[config.mk]
export PLATFORM = sky130hd
export DESIGN_NAME = key_event_arbiter_flat
export DESIGN_NICKNAME = d
export VERILOG_FILES = /design/src/rtl/button_pkg.sv /design/src/rtl/key_event_arbiter_if.sv /design/src/rtl/key_debouncer.sv /design/src/rtl/key_event_arbiter.sv /design/src/flat_wrapper.sv
export SDC_FILE = /design/constraint.sdc
export NUM_CORES = 1
export LEC_CHECK = 0
export BUFFER_PORTS_ARGS = -buffer_cell sky130_fd_sc_hd__buf_4
export CAP_MARGIN = 30
export CORE_ASPECT_RATIO = 1.2
export CORE_MARGIN = 5
export CORE_UTILIZATION = 38
export CTS_CLUSTER_DIAMETER = 120
export CTS_CLUSTER_SIZE = 25
export DETAILED_ROUTE_END_ITERATION = 10
export PLACE_DENSITY = 0.56
export SLEW_MARGIN = 20
export SYNTH_ARGS = -nofsm -noshare
export SYNTH_HDL_FRONTEND = slang
export SYNTH_SLANG_ARGS = --single-unit
[constraint.sdc]
create_clock -name CLOCK_50 -period 5.85 [get_ports CLOCK_50]
set_clock_uncertainty 0.1 [all_clocks]
set_input_delay 0.585 -clock CLOCK_50 [delete_from_list [all_inputs] [get_ports CLOCK_50]]
set_output_delay 0.585 -clock CLOCK_50 [all_outputs]
set_load 0.01 [all_outputs]
[src/rtl/button_pkg.sv]
`default_nettype none
// +----------------------------------------------------------------------------+
// | Module      : button_pkg                                                   |
// | Description : Shared types and helpers for the key event arbiter slice.    |
// | Revision    : 1.0 - initial release                                        |
// +----------------------------------------------------------------------------+
package button_pkg;

  localparam int KEY_NUM   = 4;
  localparam int KEY_IDX_W = 2;

  // Pointer reset value: KEY0 is the first index searched after reset
  localparam logic [KEY_IDX_W-1:0] c_rr_ptr_init = KEY_IDX_W'(KEY_NUM - 1);

  typedef struct packed {
    logic                 is_cmd;
    logic [KEY_IDX_W-1:0] code;
  } key_evt_t;

  // Round-robin pick: first requesting index strictly after ptr, wrapping,
  // with ptr itself searched last
  function automatic logic [KEY_IDX_W-1:0] rr_pick(
    input logic [KEY_NUM-1:0]   req,
    input logic [KEY_IDX_W-1:0] ptr
  );
    logic [KEY_IDX_W-1:0] idx;
    logic                 found;
    rr_pick = ptr;
    found   = 1'b0;
    for (int k = 1; k <= KEY_NUM; k++) begin
      idx = ptr + KEY_IDX_W'(k);
      if (!found && req[idx]) begin
        rr_pick = idx;
        found   = 1'b1;
      end
    end
  endfunction

endpackage
`default_nettype wire

[src/rtl/key_event_arbiter_if.sv]
`default_nettype none
// +----------------------------------------------------------------------------+
// | Module      : key_event_arbiter_if                                         |
// | Description : valid/ready event port carrying a tagged key index.          |
// | Revision    : 1.0 - initial release                                        |
// +----------------------------------------------------------------------------+
interface key_event_arbiter_if;
  import button_pkg::*;

  logic                 EVT_VALID;
  logic                 EVT_READY;
  logic                 EVT_IS_CMD;
  logic [KEY_IDX_W-1:0] EVT_CODE;

  modport master (output EVT_VALID, output EVT_IS_CMD, output EVT_CODE, input EVT_READY);
  modport slave  (input EVT_VALID, input EVT_IS_CMD, input EVT_CODE, output EVT_READY);

endinterface
`default_nettype wire

[src/rtl/key_debouncer.sv]
`default_nettype none
// +----------------------------------------------------------------------------+
// | Module      : key_debouncer                                                |
// | Description : 2-FF synchroniser, counter debounce and press (fall) pulse   |
// |               for one raw board input.                                     |
// | Revision    : 1.0 - initial release                                        |
// +----------------------------------------------------------------------------+
module key_debouncer #(
  parameter int   DEBOUNCE_CYCLES = 500000,
  parameter int   CNT_W           = 20,
  parameter logic RESET_LEVEL     = 1'b1
) (
  input  wire logic clk,
  input  wire logic rst,
  input  wire logic i_pin,
  output logic      o_level,
  output logic      o_fall
);

  localparam logic [CNT_W-1:0] c_cnt_last = CNT_W'(DEBOUNCE_CYCLES - 1);

  logic             r_sync1;
  logic             r_sync2;
  logic             r_stable;
  logic             r_fall;
  logic [CNT_W-1:0] r_cnt;

  // Bring the asynchronous pin into the clock domain
  always_ff @(posedge clk or posedge rst) begin
    if (rst) begin
      r_sync1 <= RESET_LEVEL;
      r_sync2 <= RESET_LEVEL;
    end else begin
      r_sync1 <= i_pin;
      r_sync2 <= r_sync1;
    end
  end

  // Accept a new level only after it has differed from the stable one for
  // DEBOUNCE_CYCLES consecutive cycles; flag a 1->0 acceptance as a press
  always_ff @(posedge clk or posedge rst) begin
    if (rst) begin
      r_stable <= RESET_LEVEL;
      r_cnt    <= '0;
      r_fall   <= 1'b0;
    end else begin
      r_fall <= 1'b0;
      if (r_sync2 == r_stable) begin
        r_cnt <= '0;
      end else if (r_cnt == c_cnt_last) begin
        r_stable <= r_sync2;
        r_cnt    <= '0;
        r_fall   <= ~r_sync2;
      end else begin
        r_cnt <= r_cnt + CNT_W'(1);
      end
    end
  end

  assign o_level = r_stable;
  assign o_fall  = r_fall;

endmodule
`default_nettype wire

[src/rtl/key_event_arbiter.sv]
`default_nettype none
// +----------------------------------------------------------------------------+
// | Module      : key_event_arbiter                                            |
// | Description : Debounces KEY[3:0] and SW[9], tags each press as CMD or KEY  |
// |               and round-robin arbitrates presses onto one valid/ready      |
// |               event port. Counts presses lost to a still-pending event.    |
// |               Optional macro BTN_AUTOREPEAT_EN adds hold-to-repeat.        |
// | Revision    : 1.0 - initial release                                        |
// +----------------------------------------------------------------------------+
module key_event_arbiter
  import button_pkg::*;
#(
  parameter int DEBOUNCE_CYCLES = 500000,
  parameter int CNT_W           = 20,
  parameter int REPEAT_DELAY    = 25000000,
  parameter int REPEAT_PERIOD   = 10000000
) (
  input  wire logic               CLOCK_50,
  input  wire logic               RST,
  input  wire logic               SW,
  input  wire logic [KEY_NUM-1:0] KEY,
  key_event_arbiter_if.master     evt,
  output logic [7:0]              DROP_CNT
);

  logic [KEY_NUM-1:0]   w_key_level;
  logic [KEY_NUM-1:0]   w_key_fall;
  logic                 w_sw_level;
  logic                 w_sw_fall_unused;
  logic [KEY_NUM-1:0]   w_press;
  logic [KEY_NUM-1:0]   w_grant_vec;
  logic [KEY_NUM-1:0]   w_drop_vec;
  logic [2:0]           w_drop_num;
  logic [8:0]           w_drop_sum;
  logic [KEY_IDX_W-1:0] w_grant;
  logic                 w_out_free;
  logic                 w_load;

  logic [KEY_NUM-1:0]   r_pending;
  logic [KEY_NUM-1:0]   r_mode_tag;
  logic [KEY_IDX_W-1:0] r_rr_ptr;
  logic                 r_valid;
  key_evt_t             r_evt;
  logic [7:0]           r_drop_cnt;

  for (genvar i = 0; i < KEY_NUM; i++) begin : g_key_db
    key_debouncer #(
      .DEBOUNCE_CYCLES (DEBOUNCE_CYCLES),
      .CNT_W           (CNT_W),
      .RESET_LEVEL     (1'b1)
    ) u_key_db (
      .clk     (CLOCK_50),
      .rst     (RST),
      .i_pin   (KEY[i]),
      .o_level (w_key_level[i]),
      .o_fall  (w_key_fall[i])
    );
  end

  // Mode switch only needs its level; its fall pulse has no consumer
  key_debouncer #(
    .DEBOUNCE_CYCLES (DEBOUNCE_CYCLES),
    .CNT_W           (CNT_W),
    .RESET_LEVEL     (1'b0)
  ) u_sw_db (
    .clk     (CLOCK_50),
    .rst     (RST),
    .i_pin   (SW),
    .o_level (w_sw_level),
    .o_fall  (w_sw_fall_unused)
  );

`ifdef BTN_AUTOREPEAT_EN
  localparam int c_rep_max = (REPEAT_DELAY > REPEAT_PERIOD) ? REPEAT_DELAY : REPEAT_PERIOD;
  localparam int c_rep_w   = $clog2(c_rep_max + 1);

  logic [KEY_NUM-1:0] w_repeat;

  for (genvar i = 0; i < KEY_NUM; i++) begin : g_repeat
    logic [c_rep_w-1:0] r_hold_cnt;
    logic               r_rep_phase;
    logic               w_hit;

    // First repeat after REPEAT_DELAY held cycles, then every REPEAT_PERIOD
    assign w_hit = ~w_key_level[i] &
                   (r_hold_cnt == (r_rep_phase ? c_rep_w'(REPEAT_PERIOD) : c_rep_w'(REPEAT_DELAY)));

    // Hold counter runs while the debounced key is pressed, clears on release
    always_ff @(posedge CLOCK_50 or posedge RST) begin
      if (RST) begin
        r_hold_cnt  <= '0;
        r_rep_phase <= 1'b0;
      end else if (w_key_level[i]) begin
        r_hold_cnt  <= '0;
        r_rep_phase <= 1'b0;
      end else if (w_hit) begin
        r_hold_cnt  <= c_rep_w'(1);
        r_rep_phase <= 1'b1;
      end else begin
        r_hold_cnt  <= r_hold_cnt + c_rep_w'(1);
      end
    end

    assign w_repeat[i] = w_hit;
  end

  assign w_press = w_key_fall | w_repeat;
`else
  // Repeat timing parameters are only consumed by the auto-repeat build
  localparam int c_repeat_cfg_unused = REPEAT_DELAY + REPEAT_PERIOD;

  assign w_press = w_key_fall;
`endif

  assign w_out_free = ~r_valid | evt.EVT_READY;
  assign w_load     = w_out_free & (|r_pending);
  assign w_grant    = rr_pick(r_pending, r_rr_ptr);

  // One-hot view of the key granted this cycle (zero when nothing loads)
  always_comb begin
    w_grant_vec          = '0;
    w_grant_vec[w_grant] = w_load;
  end

  // A press is lost only if its key is pending and not being granted now
  assign w_drop_vec = w_press & r_pending & ~w_grant_vec;

  // Number of presses lost this cycle
  always_comb begin
    w_drop_num = '0;
    for (int i = 0; i < KEY_NUM; i++) begin
      w_drop_num = w_drop_num + {2'b00, w_drop_vec[i]};
    end
  end

  assign w_drop_sum = {1'b0, r_drop_cnt} + {6'd0, w_drop_num};

  // Pending bits and mode tags: accepted presses set and tag, grants clear
  always_ff @(posedge CLOCK_50 or posedge RST) begin
    if (RST) begin
      r_pending  <= '0;
      r_mode_tag <= '0;
    end else begin
      for (int i = 0; i < KEY_NUM; i++) begin
        if (w_press[i] && !w_drop_vec[i]) begin
          r_pending[i]  <= 1'b1;
          r_mode_tag[i] <= w_sw_level;
        end else if (w_grant_vec[i]) begin
          r_pending[i]  <= 1'b0;
        end
      end
    end
  end

  // Output register: refills whenever empty or being accepted this cycle
  always_ff @(posedge CLOCK_50 or posedge RST) begin
    if (RST) begin
      r_valid  <= 1'b0;
      r_evt    <= '0;
      r_rr_ptr <= c_rr_ptr_init;
    end else if (w_load) begin
      r_valid      <= 1'b1;
      r_evt.code   <= w_grant;
      r_evt.is_cmd <= r_mode_tag[w_grant];
      r_rr_ptr     <= w_grant;
    end else if (w_out_free) begin
      r_valid <= 1'b0;
    end
  end

  // Saturating count of dropped presses
  always_ff @(posedge CLOCK_50 or posedge RST) begin
    if (RST) begin
      r_drop_cnt <= '0;
    end else begin
      r_drop_cnt <= w_drop_sum[8] ? 8'hFF : w_drop_sum[7:0];
    end
  end

  assign evt.EVT_VALID  = r_valid;
  assign evt.EVT_IS_CMD = r_evt.is_cmd;
  assign evt.EVT_CODE   = r_evt.code;
  assign DROP_CNT       = r_drop_cnt;

endmodule
`default_nettype wire

[src/flat_wrapper.sv]
// flat-port wrapper written by rule: the top's interface ports become plain ports
module key_event_arbiter_flat import button_pkg::*;
#(
  parameter int DEBOUNCE_CYCLES = 500000,
  parameter int CNT_W           = 20,
  parameter int REPEAT_DELAY    = 25000000,
  parameter int REPEAT_PERIOD   = 10000000
)
  (CLOCK_50, RST, SW, KEY, DROP_CNT, evt_EVT_VALID, evt_EVT_IS_CMD, evt_EVT_CODE, evt_EVT_READY);
  key_event_arbiter_if evt_i ();
  input  wire logic CLOCK_50;
  input  wire logic RST;
  input  wire logic SW;
  input  wire logic [KEY_NUM-1:0] KEY;
  output logic [7:0] DROP_CNT;
  output wire logic [$bits(evt_i.EVT_VALID)-1:0] evt_EVT_VALID;
  output wire logic [$bits(evt_i.EVT_IS_CMD)-1:0] evt_EVT_IS_CMD;
  output wire logic [$bits(evt_i.EVT_CODE)-1:0] evt_EVT_CODE;
  input wire logic [$bits(evt_i.EVT_READY)-1:0] evt_EVT_READY;
  assign evt_EVT_VALID = evt_i.EVT_VALID;
  assign evt_EVT_IS_CMD = evt_i.EVT_IS_CMD;
  assign evt_EVT_CODE = evt_i.EVT_CODE;
  assign evt_i.EVT_READY = evt_EVT_READY;
  key_event_arbiter #(.DEBOUNCE_CYCLES(DEBOUNCE_CYCLES), .CNT_W(CNT_W), .REPEAT_DELAY(REPEAT_DELAY), .REPEAT_PERIOD(REPEAT_PERIOD)) u_core (.CLOCK_50(CLOCK_50), .RST(RST), .SW(SW), .KEY(KEY), .evt(evt_i), .DROP_CNT(DROP_CNT));
endmodule
; ---- After elaboration in Yosys (flattened, before gate mapping)
; Index checks and enable logic that the tools add are counted.
[word_totals]
register_bits = 141
input_bits = 8
elab_cells = 155
[classes]
add_sub_neg = 12
magnitude_cmp = 6
n_eq_ne = 10
muxes = 48
bitwise = 16
n_reduce_logical = 26
[ops]
columns = op, count
row1 = 20-bit two-way mux, 10
row2 = 20-bit by 1-bit adder with 20-bit output (second input constant), 5
row3 = 20-bit by 19-bit == test with 1-bit output (second input constant), 5
row4 = 1-bit two-way mux, 27
row5 = 2-bit by 3-bit < comparator with 1-bit output (second input constant), 5
row6 = 4-bit AND, 3
row7 = 1-bit binary-select mux with 2-bit select, 5
row8 = 1-bit inverter, 10
row9 = 2-bit AND reduction, 5
row10 = 2-bit nonzero test, 5
row11 = 8-bit by 3-bit adder with 9-bit output, 1
row12 = 1-bit logical AND, 8
row13 = 2-bit two-way mux, 4
row14 = 8-bit two-way mux, 1
row15 = 1-bit zero test, 7
row16 = 3-bit by 1-bit adder with 3-bit output, 2
row17 = 1-bit == test, 5
row18 = 2-bit adder (second input constant), 2
row19 = 4-bit inverter, 1
row20 = 4-bit OR reduction, 1
row21 = 1-bit by 1-bit adder with 2-bit output, 1
row22 = 2-bit by 1-bit adder with 2-bit output (second input constant), 1
row23 = 1-bit demux with 2-bit select, 1
row24 = 2-bit by 1-bit >= comparator with 1-bit output (second input constant), 1
row25 = 2 further kinds, 2

; ---- Logic depth before layout (Yosys ltp)
[logic_depth]
word_depth = 25
mapped_depth = 18
ltp_nobuf = 17

; ---- Cells and area by module
; Synthesis repeated with hierarchy kept, for this count alone.
[hier_totals]
cells_unflattened = 686
area_unflattened_um2 = 7353.3
[by_module_without_submodules]
columns = mod, instances, cells_per_inst, area_per_inst_um2, seq_area_each_um2
row1 = key_debouncer (u_core.g_key_db[0].u_key_db ...), 4, 114, 1238.7, 604.3
row2 = key_debouncer (u_core.u_sw_db), 1, 114, 1234.9, 600.6
row3 = key_event_arbiter, 1, 116, 1163.6, 553.0

; ---- Worst setup path after synthesis
; OpenSTA, ideal clock, no wires.
[synth_timing]
path_type = register to register
start = reg u_core.r_pending[1]
end = reg u_core.r_drop_cnt[0], in the netlist u_core.DROP_CNT[0]
setup_ns = 0.070
arrival_ns = 3.411
setup_slack_ns = 2.269
path_stages_with_launch = 18
n_path_buf = 0
synth_period_minus_slack_ns = 3.581
cell_sequence = dfrtp_1 -> nor4_1 -> nor2_1 -> nand3_1 -> o21a_1 -> and2_1 -> ha_1 -> inv_1 -> fa_1 -> inv_1 -> ha_1 -> inv_1 -> fa_1 -> inv_1 -> a21oi_1 -> nor2_1 -> nand3_1 -> nand2b_1
[synth_via]
elab_chain_cells = 24
word_cells_on_any_way = 37
cone_classes = 4 x add/sub / 2 x order compare / 18 x mux / 5 x bitwise / 8 x reduce/logical
[synth_rtl]
columns = item, line_no
row1 = from (decl), key_event_arbiter.sv:39  ; logic [KEY_NUM-1:0] r_pending;
row2 = from (signal assigned), key_event_arbiter.sv:141  ; r_pending <= '0;
row3 = "from (signal, indexed assignment)", key_event_arbiter.sv:146  ; r_pending[i] <= 1'b1;
row4 = "from (signal, indexed assignment)", key_event_arbiter.sv:149  ; r_pending[i] <= 1'b0;
row5 = 1-bit binary-select mux with 2-bit select, button_pkg.sv:32  ; if (!found && req[idx]) begin
row6 = 1-bit two-way mux (implied by the code), button_pkg.sv:32
row7 = 1-bit two-way mux, button_pkg.sv:32
row8 = 1-bit zero test, button_pkg.sv:32
row9 = 1-bit logical AND, button_pkg.sv:32
row10 = 1-bit two-way mux, button_pkg.sv:32
row11 = 1-bit zero test, button_pkg.sv:32
row12 = 1-bit logical AND, button_pkg.sv:32
row13 = [8 not listed], --
row14 = 4-bit AND (no source line), --
row15 = 4-bit inverter, key_event_arbiter.sv:126  ; assign w_drop_vec = w_press & r_pending & ~w_grant_vec;
row16 = 4-bit AND (*), key_event_arbiter.sv:126
row17 = 1-bit by 1-bit adder with 2-bit output, key_event_arbiter.sv:132  ; w_drop_num = w_drop_num + {2'b00, w_drop_vec[i]};
row18 = 3-bit by 1-bit adder with 3-bit output, key_event_arbiter.sv:132
row19 = 3-bit by 1-bit adder with 3-bit output (*), key_event_arbiter.sv:132
row20 = 8-bit by 3-bit adder with 9-bit output (*), key_event_arbiter.sv:136  ; assign w_drop_sum = {1'b0, r_drop_cnt} + {6'd0, w_drop_num};
row21 = 8-bit two-way mux (*), key_event_arbiter.sv:176  ; r_drop_cnt <= w_drop_sum[8] ? 8'hFF : w_drop_sum[7:0];
row22 = to (signal assigned), key_event_arbiter.sv:176
row23 = to (decl), key_event_arbiter.sv:44  ; logic [7:0] r_drop_cnt;
; Mark *: on every way between the ends. The rest lies on a longest branch, timed or not. The select of a mux whose other input is x is not followed.
; A chain may end at the register's enable or synchronous reset.

; ---- Worst setup path after layout
; Same ends and word-level chain as after synthesis.

==> out/qor.txt <==
Critical-path cell list = nor4_1, nor2_1, nand3_1, o21ai_0, nor2_1, ha_1, inv_1, fa_1, inv_1, ha_1, inv_1, fa_1, inv_1, a21oi_1, nor2_1, nand3_1, nand2b_1
CP Capture Type = flop
Kind of start point of the critical path = flop
Maxcap violations = 0
CP Data Required Time = 6.09 ns
DRC Markers = 0
First-pass GRT wire length = 20.4 mm
Crit path DAT = 4.31 ns
Yosys reg bits = 141
# IOs = 20
Outcome = complete, no violations
FP Rows = 52
Setup TNS = 0 ns
Mapped Nets = 667
Post-synth EDFFs = 0
Max-slew violations = 0
F_max = 246 MHz
Max-slew headroom = 46.0%
Multi-input logic area = 0.00287 mm2
Vias = 4447
Post-synth cell types = 43
Cells after Synth = 647
WS Path Type = flop to flop
Post-synth ARST share = 100%
RSZ-0062 raised after global routing = false
Die area = 0.0200 mm2
Iteration-0 DRC Markers = 186
Post_cts resized = 0
Min setup slack post-route = 1.79 ns
Dpl ws = 1.81 ns
Grt total ovfl = 0
Root buffer cell = clkbuf_16
Largest net degree at the start of global routing = 61
P per Cell Area = 308 mW/mm2
Hold Violations, Final = 0
GR Util All Layers = 12.5%
Yosys top cell area share = 48.3%
Synth area leader = dfrtp_1
Crit-path most repeated cell = inv_1
DR WL met2 = 5.77 mm
Later-pin clock latency in the skew report = 0.42 ns
Dpl cells = 874
Static leakage = 3.33 nW
M1 WL = 5.40 mm
Max IR drop VDD = 189 uV
Seq/Total Area, Yosys = 53.9%
Hold slack = 0.118 ns
Hpwl dp = 7.92 mm
GPL Wtd Cong = 0.783
CP max stage cell = nor4_1
Buf/Inv on CP = 4
Die width = 130 um
Worst-margin pin slew = 0.804 ns
Max stage delay on crit path = 0.63 ns
Chip height = 154 um
Syn. warnings = 0
Clock sink count = 141
Vias per cell = 4.90
Top delay family on crit path = simple AND/OR/NAND/NOR gates
Final Critical Period = 4.06 ns
Clk slew on worst S/H paths = 0.06 ns
Top Metal Used = met4
Mapped cell area = 0.00658 mm2
Vias in the first global route = 4557
Longest Clk Path Bufs = 2
Hold_buf cts = 0
Final setup viols = 0
Share of layout cells above drive strength 1 = 11.9%
Detail Route Antenna Nets = 0
Synth area leaders = dfrtp_1 (48%), xor2_1 (7.7%), nor2_1 (7.0%)
Ys flop type = dfrtp_1
Initial Utilization = 38.9%
Ant diodes = 0
Register area = 0.00355 mm2
Fillers = 1574
Total Power = 2.34 mW
WL per Instance = 12.8 um
Crit Path Max Fanout = 6
Most numerous cell in the Yosys netlist = dfrtp_1
Nets@finish = 698
PortBufs = 19
Mean area per synthesized cell = 10.2 um2
Setup Buffers After CTS = 0
CTS tree = done
Core Area = 0.0169 mm2
Post-route clock period utilization = 69.5%
Met3 WL post-DR = 277 um
Synth-to-layout area growth = 15.6%
Number of CTS-inserted buffers = 17
CTS H-tree depth = 4
Synth top cells by count = dfrtp_1 (127), nor2_1 (123), xor2_1 (58), nand2_1 (45)
First-pass detailed-route iteration total = 4
Final Non-Filler Cells = 907
Final WL = 11.6 mm
HP Class = input port to asynchronous set/reset pin
Initial antenna violation count = 0
==> placed cells by master (no fill, tap or decap), drive strengths merged, types with 3 or more instances in the layout <==
cell        n
clkinvlp    4
a21oi       4
nor3b       4
and4        6
buf        21
or2         7
o21ai      10
bufinv      4
clkinv      3
mux2        5
dfstp      14
nor4b       5
and2        5
nand2      45
inv        25
o22ai       3
nor2b       4
ha         10
nor2      123
nor4        7
o21a        7
nor3       18
clkbuf     22
nand3      40
xor2       58
dfrtp     127
nand2b      6
nand4      29
and3       20
xnor2      40
==> registers in the layout, summed over array words and instances, names as in the netlist <==
name,cells
u_core.u_sw_db.r_sync1,1
u_core.u_sw_db.r_cnt,20
u_core.u_sw_db.o_level,1
u_core.r_mode_tag,4
u_core.evt.EVT_CODE,2
u_core.evt.EVT_VALID,1
u_core.evt.EVT_IS_CMD,1
u_core.DROP_CNT,8
u_core.g_key_db.u_key_db.r_cnt,80
u_core.g_key_db.u_key_db.o_level,4
u_core.g_key_db.u_key_db.r_sync1,4
u_core.g_key_db.u_key_db.o_fall,4
u_core.r_pending,4
u_core.r_rr_ptr,2
u_core.u_sw_db.r_sync2,1
u_core.g_key_db.u_key_db.r_sync2,4
==> cells by family (layout without fill, tap and decap cells) <==
group / count (synthesis) / count (layout) / share of synthesized area (%)
DFF: 141 / 141 / 53.9
buffers and inverters: 35 / 79 / 2.42
xor gates and xnor gates: 98 / 98 / 13.1
muxes: 5 / 5 / 0.856
AOI/OAI and AO/OA: 32 / 32 / 3.12
and+or+nand+nor: 324 / 324 / 24.1
adders and majority gates: 12 / 12 / 2.51
==> metrics by stage <==
| stage | util, % | area [um2] |
|---|---|---|
| after global routing | 44.9 | 7600 |
| after global placement | 41.0 | 6940 |
| after CTS | 44.9 | 7600 |
| final | 44.9 | 7600 |
| after detailed placement | 41.2 | 6960 |
| after floorplan | - | 6580 |
==> worst paths after layout <==
path,endpoint,slack (ns),from,cells after the start
min in group CLOCK_50,u_core.g_key_db[2].u_key_db.r_sync1,0.17,KEY[2],1
worst max-delay path,u_core.DROP_CNT[0],1.79,u_core.r_pending[1],17
max in group asynchronous,u_core.g_key_db[3].u_key_db.o_level,4.42,RST,4
worst min register to register,u_core.g_key_db[3].u_key_db.r_sync2,0.25,u_core.g_key_db[3].u_key_db.r_sync1,0
worst max register to register,u_core.DROP_CNT[0],1.79,u_core.r_pending[1],17
worst min-delay path,u_core.evt.EVT_VALID,0.12,RST,2
==> final cells by class <==
class	instances	area share, %
Tap cell	216	3.55
Clock inverter	11	2.17
Sequential cell	141	46.6
Multi-Input combinational cell	471	37.7
Inverter	25	1.30
Clock buffer	21	6.19
Timing Repair Buffer	22	2.40
==> power by group <==
group / switching (mW) / leakage, nW / total (mW) / internal (mW)
combinational: 0.0995 / 1.16 / 0.162 / 0.0630
clock: 0.392 / 0.301 / 1.14 / 0.744
sequential: 0.0271 / 1.87 / 1.04 / 1.02
total: 0.519 / 3.33 / 2.34 / 1.82
==> layer usage <==
metal | vias to the layer above | GRT usage, %
li1 | 2242 | -
met1 | 2155 | 15.3
met2 | 44 | 20.7
met3 | 6 | 3.54
met4 | 0 | 5.20
met5 | - | 0
Note: power is estimated with default switching activity, not from simulation.
